`config.mk`:
```
export PLATFORM = sky130hd
export DESIGN_NAME = fixed_point_narrow
export DESIGN_NICKNAME = d
export VERILOG_FILES = /design/src/rtl/fixed_point_narrow.sv
export SDC_FILE = /design/constraint.sdc
export NUM_CORES = 1
export LEC_CHECK = 0
export ABC_AREA = 1
export ABC_CLOCK_PERIOD_IN_PS = 1500
export BUFFER_PORTS_ARGS = -buffer_cell sky130_fd_sc_hd__buf_2
export CORE_AREA = 2 2 77 79
export CTS_CLUSTER_SIZE = 28
export DETAILED_ROUTE_END_ITERATION = 10
export DIE_AREA = 0 0 79 81
export MAX_ROUTING_LAYER = met4
export PLACE_DENSITY = 0.79
export SLEW_MARGIN = 25
export SYNTH_ARGS = -nofsm -noshare
export SYNTH_HDL_FRONTEND = slang
export SYNTH_SLANG_ARGS = --single-unit
```
`constraint.sdc`:
```
create_clock -name clk -period 1.5 [get_ports clk]
set_input_delay 0.3 -clock clk [delete_from_list [all_inputs] [get_ports clk]]
set_output_delay 0.3 -clock clk [all_outputs]
set_load 0.1 [all_outputs]
```
`src/rtl/fixed_point_narrow.sv`:
```
// Narrows Q(2I).(2F) accumulator values to Q(I).(F) with saturation, 2-stage pipe.
// Define NARROW_ROUND_EN for round-half-up; otherwise truncates toward -inf.
module fixed_point_narrow #(
  parameter int W  = 16,
  parameter int I  = 4,
  parameter int CW = 16
) (
  input  logic           clk,
  input  logic           rst,
  input  logic           in_valid,
  output logic           in_ready,
  input  logic [2*W-1:0] in_data,
  output logic           out_valid,
  input  logic           out_ready,
  output logic [W-1:0]   out_data,
  output logic           out_sat,
  output logic [CW-1:0]  sat_count,
  input  logic           sat_clear
);

  localparam int F  = W - I;
  localparam int RW = 2 * W + 1;
  localparam int QW = RW - F;

`ifdef NARROW_ROUND_EN
  localparam logic [RW-1:0] RND = {{(RW-1){1'b0}}, 1'b1} << (F - 1);
`else
  localparam logic [RW-1:0] RND = '0;
`endif

  localparam logic signed [QW-1:0] QMAX =
    {{(QW-W+1){1'b0}}, {(W-1){1'b1}}};
  localparam logic signed [QW-1:0] QMIN =
    {{(QW-W+1){1'b1}}, {(W-1){1'b0}}};

  localparam logic [W-1:0] DMAX = {1'b0, {(W-1){1'b1}}};
  localparam logic [W-1:0] DMIN = {1'b1, {(W-1){1'b0}}};

  logic          adv1;
  logic          adv2;

  logic          s1_valid_q;
  logic          s1_valid_d;
  logic [RW-1:0] r_q;
  logic [RW-1:0] r_d;

  logic          out_valid_q;
  logic          out_valid_d;
  logic [W-1:0]  out_data_q;
  logic [W-1:0]  out_data_d;
  logic          out_sat_q;
  logic          out_sat_d;
  logic [CW-1:0] sat_count_q;
  logic [CW-1:0] sat_count_d;

  logic signed [QW-1:0] q;
  logic          sat_hi;
  logic          sat_lo;
  logic          unused_frac;

  // Upper slice of r equals r >>> F truncated to QW bits.
  assign q           = r_q[RW-1:F];
  assign unused_frac = ^r_q[F-1:0];
  assign sat_hi      = q > QMAX;
  assign sat_lo      = q < QMIN;

  assign adv2     = !out_valid_q || out_ready;
  assign adv1     = !s1_valid_q || adv2;
  assign in_ready = adv1;

  always_comb begin
    s1_valid_d = s1_valid_q;
    r_d        = r_q;
    if (adv1) begin
      s1_valid_d = in_valid;
      if (in_valid) begin
        r_d = {in_data[2*W-1], in_data} + RND;
      end
    end
  end

  always_comb begin
    out_valid_d = out_valid_q;
    out_data_d  = out_data_q;
    out_sat_d   = out_sat_q;
    if (adv2) begin
      out_valid_d = s1_valid_q;
      if (s1_valid_q) begin
        if (sat_hi) begin
          out_data_d = DMAX;
          out_sat_d  = 1'b1;
        end else if (sat_lo) begin
          out_data_d = DMIN;
          out_sat_d  = 1'b1;
        end else begin
          out_data_d = q[W-1:0];
          out_sat_d  = 1'b0;
        end
      end
    end
  end

  // Clear wins over a same-cycle increment.
  always_comb begin
    sat_count_d = sat_count_q;
    if (sat_clear) begin
      sat_count_d = '0;
    end else if (out_valid_q && out_ready && out_sat_q &&
                 (sat_count_q != {CW{1'b1}})) begin
      sat_count_d = sat_count_q + 1'b1;
    end
  end

  always_ff @(posedge clk or negedge rst) begin
    if (!rst) begin
      s1_valid_q  <= 1'b0;
      r_q         <= '0;
      out_valid_q <= 1'b0;
      out_data_q  <= '0;
      out_sat_q   <= 1'b0;
      sat_count_q <= '0;
    end else begin
      s1_valid_q  <= s1_valid_d;
      r_q         <= r_d;
      out_valid_q <= out_valid_d;
      out_data_q  <= out_data_d;
      out_sat_q   <= out_sat_d;
      sat_count_q <= sat_count_d;
    end
  end

  assign out_valid = out_valid_q;
  assign out_data  = out_data_q;
  assign out_sat   = out_sat_q;
  assign sat_count = sat_count_q;

endmodule

```
==> results.ini <==
[cells_and_area]
multi_input_area_um2=1200
area_delta_synth_final_pct=41.2
layout.nets=414
fill_cells=476
antenna_cells=0
seqCellArea_um2=1420
drive_gt1_share_pct=41.1
fin_cells=452

[die]
coreArea_um2=5680
die_w_um=79
die_h_um=81
dieArea_um2=6400
pin_count=72
core.rowCount=28
start_util_pct=45.1

[timing]
layout_setup_ws_ns=-0.0708
relSlewSlack_pct=63.8
drv_slew=0
hold_viol_final=0
fin_crit_ns=1.57
tns_ns=-0.585
rsz0062_at_grt=true
max_freq_mhz=637
fin_worst_skew_ns=0.00963
finalCritPeriodShare_pct=105
setup_violations=17
tightest_slew_ns=0.542

[run_status]
violations=setup timing
outcome=finished, violations left

[route]
vias=2287
ant_nets=0
via_per_inst=5.06
drc_errors=0
met1_length_um=2730
drt_pass1_iterations=4
route.met3.wl_um=350
dr_wl_met2_um=3230
wl_per_cell_um=14.0
top_layer=met4
drtIter0Drc=93
wl_um=6340

[global_route]
grt_pass1_vias=2332
grt_pass1_wl_um=10700
grt_max_degree=22
grt_remaining_overflow=0
track_usage_pct=21.8
grt_antenna_before_repair=0

[clock_network]
cts_htree_levels=2
cts_sinks=55
clk_path_buf_depth=2
root_buffer=clkbuf_8
cts_buffers=5
clkLatencyLatePin_ns=0.31
cts_tree=built
clk_pin_slew_ns=0.10

[worst_setup_path]
cp_slowest_cell=dfrtp_4
arrival_ns=1.82
cpMostUsedCell=nor2_4
start_kind=flip-flop
required_ns=1.75
cp_top_family=simple AND/OR/NAND/NOR gates
crit_chain=ha_4 -> inv_4 -> nor2_4 -> nand2_2 -> nor2_4 -> nor2_4 -> buf_12 -> nor2_4 -> nand2_1 -> nand2_1
worstSetupPathType=reg -> reg
worstPathMaxFanout=8
critPathBufInv=2
cp-end-kind=flip-flop
cpPeakStageDelay_ns=0.44

[yosys]
seq_area_frac_synth_pct=53.7
syn_area_um2=2560
yosysUniqueCellTypes=22
synthCells=285
yosys.area.top_type=dfrtp_1
yosys_warnings=0
ys_top_cells_by_area=dfrtp_1, nand2_1, mux2_2, nor2_1, nand4_1
ys_ff_latch=55
synth_top_area_share_pct=53.7
avgSynthCellArea_um2=8.99
syn_nets=323

[placement]
gp_routability_congestion=0.837
port_buffers=59
post-place-cells=438
hpwl_um=4530

[power_and_ir_drop]
irDropWorstVdd_mv=1.13
power_density_nw_per_um2=1340
p_leak_nw=1.76

[worst_hold_path]
hold_class=in -> reg

[job]
max_cap_viol_count=0

[cells in the final DEF, fill, tap and decap left out, types with 4 or more instances in the layout]
master	instances
a21oi_1	4
buf_12	12
buf_2	43
buf_4	32
buf_6	4
clkbuf_8	5
dfrtp_1	37
dfrtp_2	8
dfrtp_4	10
inv_1	14
mux2_4	15
nand2_1	80
nand2_2	5
nand3_1	10
nand4_1	16
nor2_1	33
nor2_4	4
o21ai_0	19
[cell usage after synthesis]
cell type  number
a21oi_1         4
buf_2           4
buf_6           1
clkbuf_1        4
dfrtp_1        55
ha_1            1
inv_1          15
mux2_2         18
nand2_1        85
nand2_2         1
nand3_1        11
nand3b_1        1
nand4_1        16
nor2_1         35
nor2_2          1
nor2_4          3
nor2_8          1
nor3_1          1
o21ai_0        19
o21bai_1        3
or2_2           3
xor2_1          3
[where the power goes]
part / switching, mW / internal, mW / leakage [nW]
Sequential: 0.155 / 1.74 / 0.662
Combinational: 1.64 / 0.484 / 1.04
Clock: 0.505 / 0.336 / 0.0485
[layer usage]
metal	track usage [%]	vias up
met5	-	-
met1	27.7	1103
li1	-	1110
met3	3.89	4
met2	37.2	70
met4	4.48	0
[final cells by class]
type / instances / area share [%]
sequential: 55 / 39.4
multi-input combinational: 207 / 33.1
timing repair buffer: 92 / 20.8
tap: 75 / 2.60
clock buffer: 5 / 1.90
inverter: 15 / 1.63
clock inverter: 3 / 0.623
[sequential cells by signal (all words and copies together) (netlist names)]
name        cells
r_q            20
out_valid       1
s1_valid_q      1
out_data       16
out_sat         1
sat_count      16
[path summary, 6_finish.rpt]
path | from | end | slack, ns | depth (start not counted)
min reg2reg | out_data[8] | out_data[8] | 0.50 | 2
min in group asynchronous | rst | sat_count[0] | 0.51 | 2
max in group asynchronous | rst | r_q[25] | 0.50 | 3
max | sat_count[1] | sat_count[4] | -0.07 | 10
min | in_data[20] | r_q[20] | 0.21 | 2
max reg2reg | sat_count[1] | sat_count[4] | -0.07 | 10
[worst reg2reg max path: stages, from the launching register on]
cell     delay [ns]
dfrtp_4        0.44
ha_4           0.16
inv_4          0.04
nor2_4         0.09
nand2_2        0.08
nor2_4         0.10
nor2_4         0.07
buf_12         0.14
nor2_4         0.22
nand2_1        0.11
nand2_1        0.07
[timing repair]
action / 4_1_cts / 5_1_grt
endpoints found under the hold margin: 19 / 0
hold buffers: 1 / 0
setup endpoints to repair: 22 / 18
gates cloned: 1 / 0
pin swaps: 11 / 7
setup buffers: 3 / 1
resized for setup: 11 / 7
[stage by stage]
step	total power [mW]	cell area (um^2)	hold slack [ns]	util [%]	worst slack, ns
CTS	4.88	3590	0.204	63.2	-0.0324
detailed placement	4.01	3410	0.317	60.1	-0.0815
floorplan	3.53	2730	0.00441	-	-0.299
finish	4.86	3620	0.214	63.7	-0.0708
global placement	3.96	3410	0.315	60.1	-0.0674
global route	5.06	3620	0.196	63.7	-0.149
[cell families after synthesis]
family,share of synthesized area [%]
mux,7.91
buf+inv,4.01
fa+ha+maj,0.488
flops,53.7
xor+xnor,1.03
compound gates,5.37
simple gates,27.5
No activity file was read; power rests on OpenSTA's default activity.
